<file path="src/rtl/spi_rect_fill.sv">
`default_nettype none
// +----------------------------------------------------------------------------+
// | Module      : spi_rect_fill                                                |
// | Description : Solid-colour rectangle engine for the SPI display path.      |
// |               One start pulse sends CASET (0x2A) + x window, RASET (0x2B)  |
// |               + y window, RAMWR (0x2C), then one RGB565 colour per pixel,  |
// |               MSB first, one bit per clock, and finishes with a done pulse.|
// | Ports       : i_clk, i_rst (sync, active-low)                              |
// |               i_start, i_x0/i_x1, i_y0/i_y1 (inclusive), i_color (RGB565)  |
// |               o_mosi, o_dc (0=cmd), o_cs (active-low), o_busy,             |
// |               o_done (1-cycle), o_err (1-cycle, with o_done on reject)     |
// | Options     : SPI_RECT_BYTE_GAP_EN - one idle cycle after every byte       |
// | Revision    : 1.0 - initial release                                        |
// +----------------------------------------------------------------------------+
module spi_rect_fill #(
  parameter int WIDTH  = 240,
  parameter int HEIGHT = 320
) (
  input  logic        i_clk,
  input  logic        i_rst,
  input  logic        i_start,
  input  logic [8:0]  i_x0,
  input  logic [8:0]  i_x1,
  input  logic [8:0]  i_y0,
  input  logic [8:0]  i_y1,
  input  logic [15:0] i_color,
  output logic        o_mosi,
  output logic        o_dc,
  output logic        o_cs,
  output logic        o_busy,
  output logic        o_done,
  output logic        o_err
);

  localparam logic [7:0] c_CASET  = 8'h2A;
  localparam logic [7:0] c_RASET  = 8'h2B;
  localparam logic [7:0] c_RAMWR  = 8'h2C;
  localparam logic [9:0] c_WIDTH  = 10'(WIDTH);
  localparam logic [9:0] c_HEIGHT = 10'(HEIGHT);
`ifdef SPI_RECT_BYTE_GAP_EN
  localparam logic       c_GAP    = 1'b1;
`else
  localparam logic       c_GAP    = 1'b0;
`endif

  typedef enum logic [1:0] {
    S_IDLE = 2'd0,
    S_HDR  = 2'd1,
    S_PIX  = 2'd2,
    S_END  = 2'd3
  } state_t;

  state_t      r_state;
  logic [8:0]  r_x0, r_x1, r_y0, r_y1;
  logic [15:0] r_color;
  logic [3:0]  r_idx;     // header byte currently on the wire
  logic [7:0]  r_byte;    // byte currently on the wire
  logic [2:0]  r_bit;     // bit position of r_byte currently on o_mosi
  logic        r_gap;     // inside the inter-byte idle cycle
  logic        r_half;    // 0 = colour high byte on the wire, 1 = low byte
  logic [8:0]  r_col, r_row;
  logic        r_mosi, r_dc, r_cs, r_busy, r_done, r_err;

  logic        w_invalid;
  logic        w_enter_gap;
  logic        w_adv;
  logic [7:0]  w_nbyte;
  logic        w_ndc;
  logic        w_last;

  assign w_invalid = (i_x0 > i_x1) || (i_y0 > i_y1) ||
                     ({1'b0, i_x1} >= c_WIDTH) || ({1'b0, i_y1} >= c_HEIGHT);

  // With the gap enabled, a byte's last bit is followed by one idle cycle and
  // the next byte is loaded only when that idle cycle ends.
  assign w_enter_gap = c_GAP && (r_bit == 3'd0) && !r_gap;
  assign w_adv       = c_GAP ? r_gap : (r_bit == 3'd0);

  // Byte that follows the one currently on the wire.
  always_comb begin
    w_nbyte = r_color[15:8];
    w_ndc   = 1'b1;
    w_last  = 1'b0;
    if (r_state == S_HDR) begin
      case (r_idx)
        4'd0:    w_nbyte = {7'd0, r_x0[8]};
        4'd1:    w_nbyte = r_x0[7:0];
        4'd2:    w_nbyte = {7'd0, r_x1[8]};
        4'd3:    w_nbyte = r_x1[7:0];
        4'd4:    begin w_nbyte = c_RASET; w_ndc = 1'b0; end
        4'd5:    w_nbyte = {7'd0, r_y0[8]};
        4'd6:    w_nbyte = r_y0[7:0];
        4'd7:    w_nbyte = {7'd0, r_y1[8]};
        4'd8:    w_nbyte = r_y1[7:0];
        4'd9:    begin w_nbyte = c_RAMWR; w_ndc = 1'b0; end
        default: w_nbyte = r_color[15:8];
      endcase
    end else if (!r_half) begin
      w_nbyte = r_color[7:0];
    end else begin
      w_last = (r_col == r_x1) && (r_row == r_y1);
    end
  end

  always_ff @(posedge i_clk) begin
    if (!i_rst) begin
      r_state <= S_IDLE;
      r_x0    <= '0;
      r_x1    <= '0;
      r_y0    <= '0;
      r_y1    <= '0;
      r_color <= '0;
      r_idx   <= '0;
      r_byte  <= '0;
      r_bit   <= '0;
      r_gap   <= 1'b0;
      r_half  <= 1'b0;
      r_col   <= '0;
      r_row   <= '0;
      r_mosi  <= 1'b0;
      r_dc    <= 1'b0;
      r_cs    <= 1'b1;
      r_busy  <= 1'b0;
      r_done  <= 1'b0;
      r_err   <= 1'b0;
    end else begin
      case (r_state)
        S_IDLE: begin
          r_done <= 1'b0;
          r_err  <= 1'b0;
          if (i_start) begin
            if (w_invalid) begin
              r_done <= 1'b1;
              r_err  <= 1'b1;
            end else begin
              r_x0    <= i_x0;
              r_x1    <= i_x1;
              r_y0    <= i_y0;
              r_y1    <= i_y1;
              r_color <= i_color;
              r_state <= S_HDR;
              r_idx   <= '0;
              r_byte  <= c_CASET;
              r_bit   <= 3'd7;
              r_gap   <= 1'b0;
              r_cs    <= 1'b0;
              r_busy  <= 1'b1;
              r_dc    <= 1'b0;
              r_mosi  <= c_CASET[7];
            end
          end
        end
        S_HDR, S_PIX: begin
          if (w_enter_gap) begin
            r_gap  <= 1'b1;
            r_mosi <= 1'b0;
          end else if (w_adv) begin
            r_gap <= 1'b0;
            if (w_last) begin
              r_state <= S_END;
              r_cs    <= 1'b1;
              r_busy  <= 1'b0;
              r_done  <= 1'b1;
              r_mosi  <= 1'b0;
              r_dc    <= 1'b0;
            end else begin
              r_byte <= w_nbyte;
              r_mosi <= w_nbyte[7];
              r_dc   <= w_ndc;
              r_bit  <= 3'd7;
              if (r_state == S_HDR) begin
                if (r_idx == 4'd10) begin
                  r_state <= S_PIX;
                  r_half  <= 1'b0;
                  r_col   <= r_x0;
                  r_row   <= r_y0;
                end else begin
                  r_idx <= r_idx + 4'd1;
                end
              end else begin
                r_half <= ~r_half;
                // Column/row walk advances once per finished pixel.
                if (r_half) begin
                  if (r_col == r_x1) begin
                    r_col <= r_x0;
                    r_row <= r_row + 9'd1;
                  end else begin
                    r_col <= r_col + 9'd1;
                  end
                end
              end
            end
          end else begin
            r_bit  <= r_bit - 3'd1;
            r_mosi <= r_byte[r_bit - 3'd1];
          end
        end
        S_END: begin
          r_done  <= 1'b0;
          r_err   <= 1'b0;
          r_state <= S_IDLE;
        end
        default: r_state <= S_IDLE;
      endcase
    end
  end

  assign o_mosi = r_mosi;
  assign o_dc   = r_dc;
  assign o_cs   = r_cs;
  assign o_busy = r_busy;
  assign o_done = r_done;
  assign o_err  = r_err;

endmodule
`default_nettype wire
</file>
<file path="config.mk">
export PLATFORM = sky130hd
export DESIGN_NAME = spi_rect_fill
export DESIGN_NICKNAME = d
export VERILOG_FILES = /design/src/rtl/spi_rect_fill.sv
export SDC_FILE = /design/constraint.sdc
export NUM_CORES = 1
export LEC_CHECK = 0
export CAP_MARGIN = 20
export CORE_UTILIZATION = 25
export DETAILED_ROUTE_END_ITERATION = 16
export DONT_BUFFER_PORTS = 1
export GPL_TIMING_DRIVEN = 1
export SYNTH_ARGS = -nofsm -noshare
export SYNTH_HDL_FRONTEND = slang
export SYNTH_SLANG_ARGS = --single-unit
</file>
<file path="constraint.sdc">
create_clock -name i_clk -period 2.5 [get_ports i_clk]
set_input_delay 0.125 -clock i_clk [delete_from_list [all_inputs] [get_ports i_clk]]
set_output_delay 0.125 -clock i_clk [all_outputs]
set_load 0.05 [all_outputs]
</file>
==> impl_metrics.yaml <==
outcome:
  status: "finished clean"
detailed_routing:
  wl_per_cell_um: 16.5
  drt_first_iter_violations: 285
  drc_errors: 0
  dr_wl_met2_um: 7640
  wl_met1_um: 7380
  drt-total-wl_um: 16100
  wl_met3_um: 847
  vias: 4820
  top_layer: "met4"
  first_pass_iters: 5
  ant_nets: 0
  routed_via_density: 4.94
logic_synthesis:
  ys_warn_count: 0
  synth_flop_cell: "dfxtp_1"
  ys_types: 64
  synth_xor_area_share_pct: 3.00
  syn-num-nets: 722
  synth_top_area_share_pct: 33.9
  synth.largest_area_cell: "dfxtp_1"
  yosysMostFrequentCell: "dfxtp_1"
  synth_compound_area_share_pct: 17.3
  syn_avg_cell_area_um2: 8.74
  synth-edff-count: 0
  synth_fa_ha_area_share_pct: 7.22
  ys_seq_area_share_pct: 33.9
  yosys-top-cells-count: "94 x dfxtp_1, 83 x nor2_1, 65 x mux2i_1"
  synth_top_family_by_area: "simple AND/OR/NAND/NOR gates"
  yosys_register_bits: 94
  synthTopCellsByArea: "dfxtp_1 34%, mux2i_1 12%, ha_1 7.2%"
  yosys.area_share.simple_pct: 18.7
  synthMuxAreaShare_pct: 14.2
  async_flop_share_pct: 0
  syn-cell-area_um2: 5550
  synth_cells: 635
cells_and_area:
  area_growth_syn_to_layout_pct: 22.8
  multi_input_area_um2: 3360
  fin_cells: 975
  nFillCells: 2291
  nNetsFinal: 777
  seqCellArea_um2: 1880
  drive_above_1_share_pct: 10.2
  n_antenna_cell: 0
timing:
  hold_viol_final: 0
  fmax_mhz: 425
  setup_violations: 0
  worst_slack_ns: 0.147
  rsz0062_at_grt: "false"
  maxSlewViolCount: 0
  holdWs_ns: 0.0441
  maxSlewHeadroom_pct: 51.7
  finClkSkew_ns: 0.00830
  fin_crit_sh_pct: 94.1
  min_period_ns: 2.35
  worst_pin_slew_ns: 0.723
power:
  power_uw: 5060
  p_comb_share_pct: 36.2
  pwr-share-clk_pct: 25.6
  ir_drop_uv: 272
  seqPwrFrac_pct: 38.2
  power_density_nw_per_um2: 743
  internal_power_uw: 3130
  netSwitchingPower_uw: 1930
  power.leakage_uw: 0.00264
  swShare_pct: 38.1
clocking:
  clkSlewWorstSetupHoldPaths_ns: 0.06
  htreeDepth: 3
  cts_tree: "yes"
  cts_max_path_buffers: 2
  cts.sinks: 94
  clock_latency_ns: 0.36
  cts_root_buffer: "clkbuf_16"
  cts_buffers: 9
worst_setup_path:
  cp_top_family: "compound AO/OA/AOI/OAI gates"
  critPathRequiredTime_ns: 2.73
  cp_cell_sequence: "inv_1 > ha_1 > and3b_1 > buf_4 > a222oi_1 > nand4_1 > o2111ai_1 > mux2i_1"
  crit_arrival_ns: 2.59
  critPathKind: "reg -> reg"
  critPathSlowestCell: "a222oi_1"
  path_buf_inv: 2
  critPathCaptureType: "register"
  startpoint_type: "register"
  slowest_delay_ns: 0.65
  path_max_fanout: 6
global_route:
  grt_pass1_wl_um: 25900
  grt_max_degree: 48
  antenna_found_initial: 0
  track_usage_pct: 14.9
  grt.overflow.total: 0
  grt_pass1_vias: 4649
floorplan:
  core-area_um2: 21800
  die_w_um: 151
  die_h_um: 151
  num_io_pins: 61
  start_util_pct: 25.4
  die_area_um2: 22800
  row_count: 54
place:
  hpwl_um: 11700
  place_inst: 905
  portBuffers: 0
  pre_cts_ws_ns: -0.0894
  place_congestion: 0.829
worst_hold_path:
  hp-class: "in -> reg"
run:
  max_cap_violations: 0
## placed cells by master, fill, tap and decap left out, types with 6 or more instances in the layout
cell type       n
a22oi_1         9
a21o_1         13
xor2_1         11
nor2_1         83
and3_1          9
buf_4          23
nand3b_1        9
buf_12          6
ha_1           32
o21ai_0        20
inv_1          30
xnor2_1         8
nand2_1        48
o211ai_1        8
nand4_1        12
clkbuf_16       9
dfxtp_1        94
mux2_2          8
o31ai_1         7
a21oi_1        33
mux2i_1        65
dlygate4sd3_1  53
nand3_1        14
## layer usage
metal / vias up / track usage, %
met4: 0 / 4.25
met5: - / 0
met2: 111 / 24.6
met1: 2308 / 19.1
li1: 2387 / -
met3: 14 / 3.86
## worst register-to-register path, cell delays in order (launching register included)
cell and delay (ns):
dfxtp_1 0.43, inv_1 0.09, ha_1 0.30, and3b_1 0.24, buf_4 0.16, a222oi_1 0.65
nand4_1 0.16, o2111ai_1 0.10, mux2i_1 0.10
## power by group through the flow
| stage | clock, µW | sequential, µW | combinational, µW |
|---|---|---|---|
| after floorplan | 0 | 1900 | 1270 |
| after global placement | 0 | 1970 | 1720 |
| after detailed placement | 0 | 1970 | 1740 |
| after CTS | 1340 | 1940 | 1830 |
| after global routing | 1410 | 1950 | 2010 |
| final | 1300 | 1930 | 1830 |
## final timing paths
| kind | startpoint | slack, ns | to | depth (start not counted) |
|---|---|---|---|---|
| hold / removal | i_start | 0.04 | o_done | 3 |
| setup / recovery | r_idx[0] | 0.15 | r_byte[6] | 8 |
| setup reg to reg | r_idx[0] | 0.15 | r_byte[6] | 8 |
| hold reg to reg | r_byte[0] | 0.46 | r_byte[0] | 2 |
## area by class of cell
| class | instances | share of cell area, % |
|---|---|---|
| multi-input cells | 472 | 49.4 |
| flip-flops and latches | 94 | 27.6 |
| repair buffers | 82 | 12.1 |
| well taps | 280 | 5.14 |
| clock buffers | 9 | 3.31 |
| inverters | 31 | 1.71 |
| clock inverters | 7 | 0.735 |
## metrics by stage
stage                     area, µm²  TNS, ns  utilization [%]
after floorplan                5550        0                -
after global placement         5970    -1.25             27.4
after detailed placement       5970    -2.39             27.4
after CTS                      6800        0             31.2
after global routing           6810        0             31.2
final                          6810        0             31.2
## flip-flops by register name, summed over array words and instances (netlist names)
signal / flops
o_cs: 1
r_half: 1
r_y1: 9
r_byte: 8
o_dc: 1
r_idx: 4
r_color: 16
r_row: 9
o_busy: 1
o_err: 1
r_y0: 9
r_x0: 9
o_mosi: 1
r_state: 2
o_done: 1
r_col: 9
r_bit: 3
r_x1: 9
## logic make-up (layout without fill, tap and decap cells)
group,after synthesis,count (layout)
and+or+nand+nor,214,214
DFF,94,94
buffers and inverters,69,129
adders and majority gates,32,32
AOI/OAI and AO/OA,132,132
xor gates and xnor gates,19,19
muxes,75,75
## repair_timing
item                       in CTS  in global routing
hold buffers                   54                  0
buffers inserted                0                  0
gates resized for setup         0                  2
hold endpoints to repair       75                  0
setup endpoints to repair       0                  2
No activity file was read; power rests on OpenSTA's default activity.
